## config.mk

```make
export PLATFORM = sky130hd
export DESIGN_NAME = rgbw_wrd2sbit_tx
export DESIGN_NICKNAME = d
export VERILOG_FILES = /design/src/rtl/rgb_pkg.sv /design/src/rtl/rgb_bit_timer.sv /design/src/rtl/rgbw_wrd2sbit_tx.sv
export SDC_FILE = /design/constraint.sdc
export NUM_CORES = 1
export LEC_CHECK = 0
export ABC_AREA = 1
export ABC_CLOCK_PERIOD_IN_PS = 3270
export CORE_ASPECT_RATIO = 0.5
export CORE_UTILIZATION = 35
export DETAILED_ROUTE_END_ITERATION = 6
export RECOVER_POWER = 50
export SYNTH_ARGS = -nofsm -noshare
export SYNTH_HDL_FRONTEND = slang
export SYNTH_SLANG_ARGS = --single-unit
```

## constraint.sdc

```tcl
create_clock -name clk -period 3.27 [get_ports clk]
set_input_delay 0.4905 -clock clk [delete_from_list [all_inputs] [get_ports clk]]
set_output_delay 0.4905 -clock clk [all_outputs]
set_load 0.01 [all_outputs]
```

## src/rtl/rgb_pkg.sv

```systemverilog
// ---------------------------------------------------------------------------
// rgb_pkg
// Shared definitions for the LED serial bit protocol (transmit and receive
// paths):
//   - tx_state_e  : transmit FSM state encoding
//   - *_NUM_BITS  : word lengths for RGB and RGBW LEDs
//   - *_DEF       : default pulse timings in clocks at 96 MHz. The receive
//                   path also uses them as decision thresholds.
//   - max_int     : constant helper used when sizing counters
// ---------------------------------------------------------------------------
package rgb_pkg;

  typedef enum logic [1:0] {
    ST_IDLE = 2'd0,
    ST_HIGH = 2'd1,
    ST_LOW  = 2'd2,
    ST_SRST = 2'd3
  } tx_state_e;

  localparam int RGB_NUM_BITS  = 24;
  localparam int RGBW_NUM_BITS = 32;

  // About 0.3 us, 0.6 us, 1.25 us and 80 us at 96 MHz.
  localparam int T0H_CLKS_DEF          = 29;
  localparam int T1H_CLKS_DEF          = 58;
  localparam int TBIT_CLKS_DEF         = 120;
  localparam int STREAM_RESET_CLKS_DEF = 7680;

  function automatic int max_int(input int a, input int b);
    return (a > b) ? a : b;
  endfunction

endpackage

```

## src/rtl/rgb_bit_timer.sv

```systemverilog
// ---------------------------------------------------------------------------
// rgb_bit_timer
// Loadable down-counter that times a single line phase. The phase is a high
// time, a low time, or a stream reset.
//   clk, rst  : clock, asynchronous active-low reset
//   load      : start a new phase of 'duration' clocks
//   duration  : phase length in clocks (must be >= 1)
//   expired   : high on the last clock of the phase
// A load stores duration-1. 'expired' is therefore asserted on exactly the
// duration-th clock after the loading edge.
// ---------------------------------------------------------------------------
module rgb_bit_timer #(
  parameter int CNT_W = 13
) (
  input  logic             clk,
  input  logic             rst,
  input  logic             load,
  input  logic [CNT_W-1:0] duration,
  output logic             expired
);

  logic [CNT_W-1:0] cnt_q;
  logic [CNT_W-1:0] cnt_d;

  // Next count: reload on phase entry, otherwise count down and hold at zero.
  always_comb begin
    cnt_d = cnt_q;
    if (load) begin
      cnt_d = duration - CNT_W'(1);
    end else if (cnt_q != {CNT_W{1'b0}}) begin
      cnt_d = cnt_q - CNT_W'(1);
    end else begin
      cnt_d = cnt_q;
    end
  end

  // Count register.
  always_ff @(posedge clk or negedge rst) begin
    if (!rst) begin
      cnt_q <= {CNT_W{1'b0}};
    end else begin
      cnt_q <= cnt_d;
    end
  end

  assign expired = (cnt_q == {CNT_W{1'b0}});

endmodule

```

## src/rtl/rgbw_wrd2sbit_tx.sv

```systemverilog
// ---------------------------------------------------------------------------
// rgbw_wrd2sbit_tx
// Serialises parallel LED words (MSB first) into the one-wire NRZ
// pulse-width line for SK6812/WS2812-class LEDs. It can also emit stream
// resets (the line held low). A one-entry holding buffer lets a following
// item start on the same edge the current one ends, so there is no gap.
//   clk              : system clock
//   rst              : asynchronous active-low reset
//   in_strobe        : offer an item; accepted when out_ready=1
//   in_word          : LED word, sampled on accept
//   in_stream_reset  : sampled on accept; 1 = item is a stream reset
//   out_ready        : holding buffer empty
//   out_serial       : registered LED data line
//   out_busy         : a word or a stream reset is in progress
//   out_done         : one-clock pulse after an item finishes
//   out_overflow     : sticky; an item was offered while the buffer was full
// ---------------------------------------------------------------------------
module rgbw_wrd2sbit_tx
  import rgb_pkg::*;
#(
  parameter int NUM_BITS          = RGBW_NUM_BITS,
  parameter int T0H_CLKS          = T0H_CLKS_DEF,
  parameter int T1H_CLKS          = T1H_CLKS_DEF,
  parameter int TBIT_CLKS         = TBIT_CLKS_DEF,
  parameter int STREAM_RESET_CLKS = STREAM_RESET_CLKS_DEF
) (
  input  logic                clk,
  input  logic                rst,
  input  logic                in_strobe,
  input  logic [NUM_BITS-1:0] in_word,
  input  logic                in_stream_reset,
  output logic                out_ready,
  output logic                out_serial,
  output logic                out_busy,
  output logic                out_done,
  output logic                out_overflow
);

  localparam int CNT_W = $clog2(max_int(TBIT_CLKS, STREAM_RESET_CLKS) + 1);
  localparam int BIT_W = (NUM_BITS > 1) ? $clog2(NUM_BITS) : 1;

  localparam logic [CNT_W-1:0] T0H_LD  = CNT_W'(T0H_CLKS);
  localparam logic [CNT_W-1:0] T1H_LD  = CNT_W'(T1H_CLKS);
  localparam logic [CNT_W-1:0] T0L_LD  = CNT_W'(TBIT_CLKS - T0H_CLKS);
  localparam logic [CNT_W-1:0] T1L_LD  = CNT_W'(TBIT_CLKS - T1H_CLKS);
  localparam logic [CNT_W-1:0] SRST_LD = CNT_W'(STREAM_RESET_CLKS);
  localparam logic [BIT_W-1:0] LAST_BIT = BIT_W'(NUM_BITS - 1);

  tx_state_e           state_q,     state_d;
  logic                buf_valid_q, buf_valid_d;
  logic [NUM_BITS-1:0] buf_word_q,  buf_word_d;
  logic                buf_srst_q,  buf_srst_d;
  logic [NUM_BITS-1:0] shift_q,     shift_d;
  logic [BIT_W-1:0]    bit_cnt_q,   bit_cnt_d;
  logic                serial_q,    serial_d;
  logic                done_q,      done_d;
  logic                overflow_q,  overflow_d;

  logic                accept_s;
  logic                consume_s;
  logic                item_end_s;
  logic                timer_load_s;
  logic [CNT_W-1:0]    timer_dur_s;
  logic                timer_expired_s;

  rgb_bit_timer #(
    .CNT_W (CNT_W)
  ) u_timer (
    .clk      (clk),
    .rst      (rst),
    .load     (timer_load_s),
    .duration (timer_dur_s),
    .expired  (timer_expired_s)
  );

  // Next-state logic: bit phases, buffer fill/drain, line value and status.
  always_comb begin
    state_d      = state_q;
    buf_valid_d  = buf_valid_q;
    buf_word_d   = buf_word_q;
    buf_srst_d   = buf_srst_q;
    shift_d      = shift_q;
    bit_cnt_d    = bit_cnt_q;
    serial_d     = serial_q;
    done_d       = 1'b0;
    overflow_d   = overflow_q | (in_strobe & buf_valid_q);
    timer_load_s = 1'b0;
    timer_dur_s  = {CNT_W{1'b0}};
    item_end_s   = 1'b0;
    consume_s    = 1'b0;
    accept_s     = in_strobe & ~buf_valid_q;

    case (state_q)
      ST_IDLE: begin
        serial_d = 1'b0;
      end
      ST_HIGH: begin
        if (timer_expired_s) begin
          // The low time complements the high time, so every bit is TBIT long.
          state_d      = ST_LOW;
          serial_d     = 1'b0;
          timer_load_s = 1'b1;
          timer_dur_s  = shift_q[NUM_BITS-1] ? T1L_LD : T0L_LD;
        end else begin
          serial_d = 1'b1;
        end
      end
      ST_LOW: begin
        if (timer_expired_s) begin
          if (bit_cnt_q == LAST_BIT) begin
            item_end_s = 1'b1;
          end else begin
            // The next bit's high time is taken from the bit about to become MSB.
            state_d      = ST_HIGH;
            serial_d     = 1'b1;
            shift_d      = {shift_q[NUM_BITS-2:0], 1'b0};
            bit_cnt_d    = bit_cnt_q + BIT_W'(1);
            timer_load_s = 1'b1;
            timer_dur_s  = shift_q[NUM_BITS-2] ? T1H_LD : T0H_LD;
          end
        end else begin
          serial_d = 1'b0;
        end
      end
      ST_SRST: begin
        if (timer_expired_s) begin
          item_end_s = 1'b1;
        end else begin
          serial_d = 1'b0;
        end
      end
      default: begin
        state_d  = ST_IDLE;
        serial_d = 1'b0;
      end
    endcase

    // The buffer is drained in IDLE, or directly at the end of an item.
    // Draining at the end of an item keeps back-to-back items gap-free.
    consume_s = buf_valid_q & ((state_q == ST_IDLE) | item_end_s);
    done_d    = item_end_s;

    if (consume_s) begin
      buf_valid_d  = 1'b0;
      shift_d      = buf_word_q;
      bit_cnt_d    = {BIT_W{1'b0}};
      timer_load_s = 1'b1;
      if (buf_srst_q) begin
        state_d     = ST_SRST;
        serial_d    = 1'b0;
        timer_dur_s = SRST_LD;
      end else begin
        state_d     = ST_HIGH;
        serial_d    = 1'b1;
        timer_dur_s = buf_word_q[NUM_BITS-1] ? T1H_LD : T0H_LD;
      end
    end else if (item_end_s) begin
      state_d  = ST_IDLE;
      serial_d = 1'b0;
    end else begin
      // Mid-item: the case statement already chose the next phase.
    end

    // accept_s needs an empty buffer and consume_s needs a full one, so the
    // two are never true together.
    if (accept_s) begin
      buf_valid_d = 1'b1;
      buf_word_d  = in_word;
      buf_srst_d  = in_stream_reset;
    end else begin
      // An offer to a full buffer is dropped and only sets overflow.
    end
  end

  // State, buffer, shifter and registered outputs.
  always_ff @(posedge clk or negedge rst) begin
    if (!rst) begin
      state_q     <= ST_IDLE;
      buf_valid_q <= 1'b0;
      buf_word_q  <= {NUM_BITS{1'b0}};
      buf_srst_q  <= 1'b0;
      shift_q     <= {NUM_BITS{1'b0}};
      bit_cnt_q   <= {BIT_W{1'b0}};
      serial_q    <= 1'b0;
      done_q      <= 1'b0;
      overflow_q  <= 1'b0;
    end else begin
      state_q     <= state_d;
      buf_valid_q <= buf_valid_d;
      buf_word_q  <= buf_word_d;
      buf_srst_q  <= buf_srst_d;
      shift_q     <= shift_d;
      bit_cnt_q   <= bit_cnt_d;
      serial_q    <= serial_d;
      done_q      <= done_d;
      overflow_q  <= overflow_d;
    end
  end

  assign out_ready    = ~buf_valid_q;
  assign out_serial   = serial_q;
  assign out_busy     = (state_q != ST_IDLE);
  assign out_done     = done_q;
  assign out_overflow = overflow_q;

endmodule

```

## Word-level counts from Yosys, hierarchy flattened

Cells that the tools add are included.

| operators by class | value |
|---|---|
| bitwise operators | 6 |
| add/subtract/negate cells | 3 |
| multiplexer cells | 44 |
| reductions and logical operators | 12 |
| equality and inequality tests | 10 |

Operators with widths:

| operator | count |
|---|---|
| two-way mux 32 bit | 4 |
| two-way mux 13 bit | 4 |
| subtractor 13 x 1 -> 13 bit (second input constant) | 2 |
| two-way mux 6 bit | 4 |
| two-way mux 5 bit | 4 |
| inequality test 4 bit (second input constant) | 4 |
| two-way mux 1 bit | 15 |
| two-way mux 7 bit | 2 |
| one-hot mux 7 bit (2 select lines) | 1 |
| logical NOT 13 bit | 1 |
| nonzero test 13 bit | 1 |
| two-way mux 2 bit | 6 |
| nonzero test 2 bit | 5 |
| adder 5 x 1 -> 5 bit (second input constant) | 1 |
| equality test 5 bit (second input constant) | 1 |
| inequality test 5 bit (second input constant) | 1 |
| equality test 2 bit (second input constant) | 2 |
| one-hot mux 1 bit (2 select lines) | 2 |
| one-hot mux 1 bit (4 select lines) | 1 |
| one-hot mux 2 bit (2 select lines) | 1 |
| AND reduction 4 bit | 1 |
| nonzero test 4 bit | 1 |
| bitwise AND 1 bit | 3 |
| AND reduction 3 bit | 1 |
| other kinds (6) | 7 |

| word-level totals | value |
|---|---|
| output and inout port bits | 5 |
| input port bits | 36 |
| register bits after elaboration | 89 |
| word-level logic and storage cells | 85 |

## Logic depth before layout (Yosys ltp)

| depth | value |
|---|---|
| depth in word-level cells | 9 |
| gate-level depth with buffers | 20 |
| depth with buffers taken out | 20 |

## Cells and area by module

From an unflattened synthesis, not the netlist that was laid out.

| second synthesis, totals | value |
|---|---|
| cells, all modules | 526 |
| area total of the unflattened synthesis | 4,550.6 µm² |

Modules (own cells, without submodules):

| module | area an instance (µm²) | times used | cells each | seq. area each (µm²) |
|---|---|---|---|---|
| rgbw_wrd2sbit_tx | 3,475.8 | 1 | 355 | 1,901.8 |
| rgb_bit_timer | 1,074.8 | 1 | 171 | 325.3 |

## Worst setup path after synthesis

OpenSTA, ideal clock, no wires.

| timing | value |
|---|---|
| kind | reg-to-reg |
| start point | register bit_cnt_q[0] |
| end point | register u_timer.cnt_q[6] |
| buffers on the path | 0 |
| cell stages (with the launch flop) | 20 |
| arrival time | 2.417 ns |
| library setup time | 0.135 ns |
| data required time | 3.135 ns |
| path slack | 0.718 ns |
| clock period less this slack | 2.552 ns |
| cells stage by stage | dfrtp_1 ha_1 nand2_1 nor2_1 ha_1 nand2_1 nand2_1 nand3_4 nand2_4 nand2_8 clkinv_4 nand2_2 nand2_1 nor2_4 ha_1 nand4_4 nor2_4 inv_2 o21bai_1 a21oi_1 |

| between the ends | value |
|---|---|
| word-level cells in the longest chain between the ends | 9 |
| elaborated cells between the ends (all ways) | 17 |
| classes of those cells | 1 x add/sub; 1 x eq/ne; 12 x mux; 2 x bitwise; 1 x reduce/logical |

RTL lines:

| element | RTL line | text |
|---|---|---|
| start, declared | rgbw_wrd2sbit_tx.sv:54 | `logic [BIT_W-1:0] bit_cnt_q, bit_cnt_d;` |
| start signal, assigned | rgbw_wrd2sbit_tx.sv:183 | `bit_cnt_q <= {BIT_W{1'b0}};` |
| start signal, assigned | rgbw_wrd2sbit_tx.sv:193 | `bit_cnt_q <= bit_cnt_d;` |
| equality test 5 bit * | rgbw_wrd2sbit_tx.sv:110 | `if (bit_cnt_q == LAST_BIT) begin` |
| two-way mux 1 bit | rgbw_wrd2sbit_tx.sv:110 |  |
| two-way mux 1 bit | rgbw_wrd2sbit_tx.sv:109 | `if (timer_expired_s) begin` |
| one-hot mux 1 bit (2 select lines) | rgbw_wrd2sbit_tx.sv:93 | `case (state_q)` |
| OR 1 bit | rgbw_wrd2sbit_tx.sv:140 | `consume_s = buf_valid_q & ((state_q == ST_IDLE) \| item_end_s);` |
| bitwise AND 1 bit | rgbw_wrd2sbit_tx.sv:140 |  |
| two-way mux 13 bit | rgbw_wrd2sbit_tx.sv:143 | `if (consume_s) begin` |
| subtractor 13 x 1 -> 13 bit | rgb_bit_timer.sv:29 | `cnt_d = duration - CNT_W'(1);` |
| two-way mux 13 bit | rgb_bit_timer.sv:28 | `if (load) begin` |
| end signal, assigned | rgb_bit_timer.sv:40 | `cnt_q <= {CNT_W{1'b0}};` |
| end signal, assigned | rgb_bit_timer.sv:42 | `cnt_q <= cnt_d;` |
| end, declared | rgb_bit_timer.sv:22 | `logic [CNT_W-1:0] cnt_q;` |

Mark *: on every way between the ends. The rest lies on a longest branch, timed or not.
A chain may end at the register's enable or synchronous reset.

## Worst setup path in the final report

| timing | value |
|---|---|
| start point | register bit_cnt_q[0] |
| end point | register u_timer.cnt_q[4] |

The elaborated chain is that of the path after synthesis.

==> flow_summary.ini <==
[status]
status = finished with violations
failed_checks = max-capacitance violations, max-slew violations

[clock_network]
htreeDepth = 3
clk_latency_ns = 0.34
root_buffer = clkbuf_16
cts_repair_resize_count = 0
cts_made_buffers = 9
clock-sinks = 89
cts_tree = yes
hold_buffers = 0
post_cts_buffers = 0
clk_pin_slew_ns = 0.06
cts_buffer_depth = 2

[yosys]
synth_area_um2 = 4550
syn_inst = 497
avgSynthCellArea_um2 = 9.15
yosysSeqAreaShare = 0.490
syn-num-nets = 540
ys_ff_latch = 89
yosysWarnings = 0
synth_cell_types = 35

[timing]
layout_min_cycle_time_ns = 2.87
finalCritPeriodShare = 0.879
rsz0062_at_grt = no
tightest_slew_ns = 2.42
fin_skew_ns = 0.0102
max_slew_margin = -0.615
drv_slew = 46
setup_tns_ns = 0
setup_violations = 0
hold_viol_final = 0
fmax_ghz = 0.348

[power]
power_frac_comb = 0.050
p_sw_frac = 0.220
leakage_nw = 2.50
power.total_mw = 2.30
powerDensity_nw_per_um2 = 426
intPower_mw = 1.79
clockPowerShare = 0.442
seq_power_share = 0.508
netSwitchingPower_mw = 0.507
ir_worst_vdd_mv = 0.186

[critical_path]
cpMostUsedCell = nand2_1
setup.worst_path.end_class = flop
slowest_stage = dfrtp_1
cp_top_family = simple AND/OR/NAND/NOR gates
cp-start-kind = flop
cp.arrival_ns = 3.09
path_class = reg -> reg
cpPeakStageDelay_ns = 0.39
worstPathCellList = ha_1 -> nand2_1 -> nor2_1 -> ha_1 -> nand2_1 -> nand2_1 -> nand3_1 -> nand2_4 -> nand2_8 -> clkinv_4 -> nand2_2 -> nand2_1 -> nor2_4 -> ha_1 -> nand4_4 -> nor2_4 -> inv_2 -> o21ai_1 -> a21oi_1
cp.required_ns = 3.48
path_buf_inv = 2
path_max_fanout = 18

[final_layout]
finalNetCount = 577
drive_above_1_share = 0.173
diodes = 0
area_delta_synth_final_pct = 18.8

[place]
gp_congestion = 0.826
dp_hpwl_um = 6360
port_buffers = 40

[die]
start_util = 0.359
fp-row-count = 29
die_w_um = 163
dieArea_um2 = 13500
die_y_um = 82.6
pin_count = 41
core_area_um2 = 12700

[route]
route.antenna.remaining_nets = 0
wl_per_cell_um = 13.0
drc = 0
vias = 3421
drt_first_iter_violations = 179
drt-pass1-iter-count = 4
vias_per_cell = 4.83
routed_wl_um = 9230

[global_routing]
antenna_found_initial = 0
grt_overflow = 0
grt_pass1_vias = 3259
grt_max_degree = 64
grt_usage = 0.149
grt_pass1_wl_um = 15800

[flow_run]
maxCapViolCount = 1

[worst_hold_path]
hold_path.class = reg -> reg
-- cell families after synthesis --
group                      count (synthesis)  synth area share
AOI/OAI and AO/OA                         78             0.108
adders and majority gates                  7            0.0193
buffers and inverters                     88            0.0776
DFF                                       89             0.490
muxes                                     18            0.0446
and+or+nand+nor                          217             0.261
-- worst paths after layout --
path                               from               end  slack (ns)  depth (start not counted)
hold reg to reg            out_overflow      out_overflow        0.49                          1
max in group asynchronous           rst  u_timer.cnt_q[4]        0.73                          2
setup reg to reg           bit_cnt_q[0]  u_timer.cnt_q[4]        0.40                         19
setup / recovery           bit_cnt_q[0]  u_timer.cnt_q[4]        0.40                         19
min in group asynchronous           rst    buf_word_q[28]        0.89                          1
hold / removal             out_overflow      out_overflow        0.49                          1
-- power groups by stage --
stage	clock (mW)	combinational, mW	sequential, mW
detailed placement	0	0.120	1.19
floorplan	0	0.0445	1.18
global route	1.10	0.131	1.17
finish	1.02	0.115	1.17
CTS	1.05	0.121	1.17
global placement	0	0.118	1.19
-- routing by layer --
| layer | GRT usage | vias to the layer above | wire length [µm] |
|---|---|---|---|
| met3 | 0.0365 | 7 | 275 |
| met4 | 0.0449 | 0 | 74 |
| met2 | 0.242 | 49 | 4050 |
| met1 | 0.198 | 1622 | 4840 |
| li1 | - | 1743 | - |
| met5 | 0 | - | 0 |
-- state kept, by name (all words and copies together) (netlist names) --
register and cells:
state_q 2, buf_srst_q 1, u_timer.cnt_q 13, shift_q 32
buf_valid_q 1, out_done 1, out_overflow 1, out_serial 1
buf_word_q 32, bit_cnt_q 5
-- per-stage QoR --
| stage | hold WS, ns | util | worst slack (ns) | std cells | area (µm²) |
|---|---|---|---|---|---|
| 2_1_floorplan | 0.195 | - | 0.718 | 497 | 4550 |
| 3_3_place_gp | 0.475 | 0.405 | 0.548 | 693 | 5120 |
| 3_5_place_dp | 0.470 | 0.405 | 0.474 | 693 | 5120 |
| 4_1_cts | 0.168 | 0.428 | 0.448 | 709 | 5420 |
| 5_1_grt | 0.525 | 0.427 | 0.127 | 709 | 5400 |
| 6_report | 0.492 | 0.427 | 0.397 | 709 | 5400 |
-- area by class of cell --
class / count / area (µm²)
clock buffers: 12 / 267
clock inverters: 4 / 32.5
fillers: 1238 / 7260
inverters: 66 / 255
multi-input cells: 320 / 1960
flip-flops and latches: 89 / 2230
well taps: 170 / 213
repair buffers: 48 / 449
-- cells in the mapped netlist, drive strengths merged --
cell type	instances	area, µm²
dfrtp	89	2230
a21oi	27	139
or2	2	12.5
nand4	12	90.1
a31o	1	8.76
buf	7	41.3
ha	7	87.6
nor3	1	5.00
clkbuf	15	56.3
o21bai	2	15.0
nand2	78	380
o21ai	15	75.1
o311ai	8	70.1
o22ai	2	12.5
inv	64	243
mux2	18	203
o211ai	23	173
nand3	71	408
nor2	53	289
clkinv	2	12.5
-- layout by cell type, fill, tap and decap left out --
cell type and n:
a21oi_1 26, a21oi_2 1, a31o_2 1, buf_4 6, clkbuf_1 1, clkbuf_16 9
clkbuf_2 2, clkbuf_8 3, clkdlybuf4s50_1 38, clkinv_1 1, clkinv_4 1, clkinvlp_4 2
dfrtp_1 89, dlygate4sd3_1 1, ha_1 7, inv_1 55, inv_2 8, inv_4 1
inv_6 2, mux2_2 18, nand2_1 63, nand2_2 8, nand2_4 5, nand2_8 2
nand3_1 63, nand3_2 8, nand4_1 11, nand4_4 1, nor2_1 40, nor2_2 5
nor2_4 6, nor2_8 2, nor3_1 1, o211ai_1 23, o21ai_0 14, o21ai_1 1
o21bai_1 2, o22ai_1 2, o311ai_0 8, or2_2 2
Power figures use the tool's default switching activity.
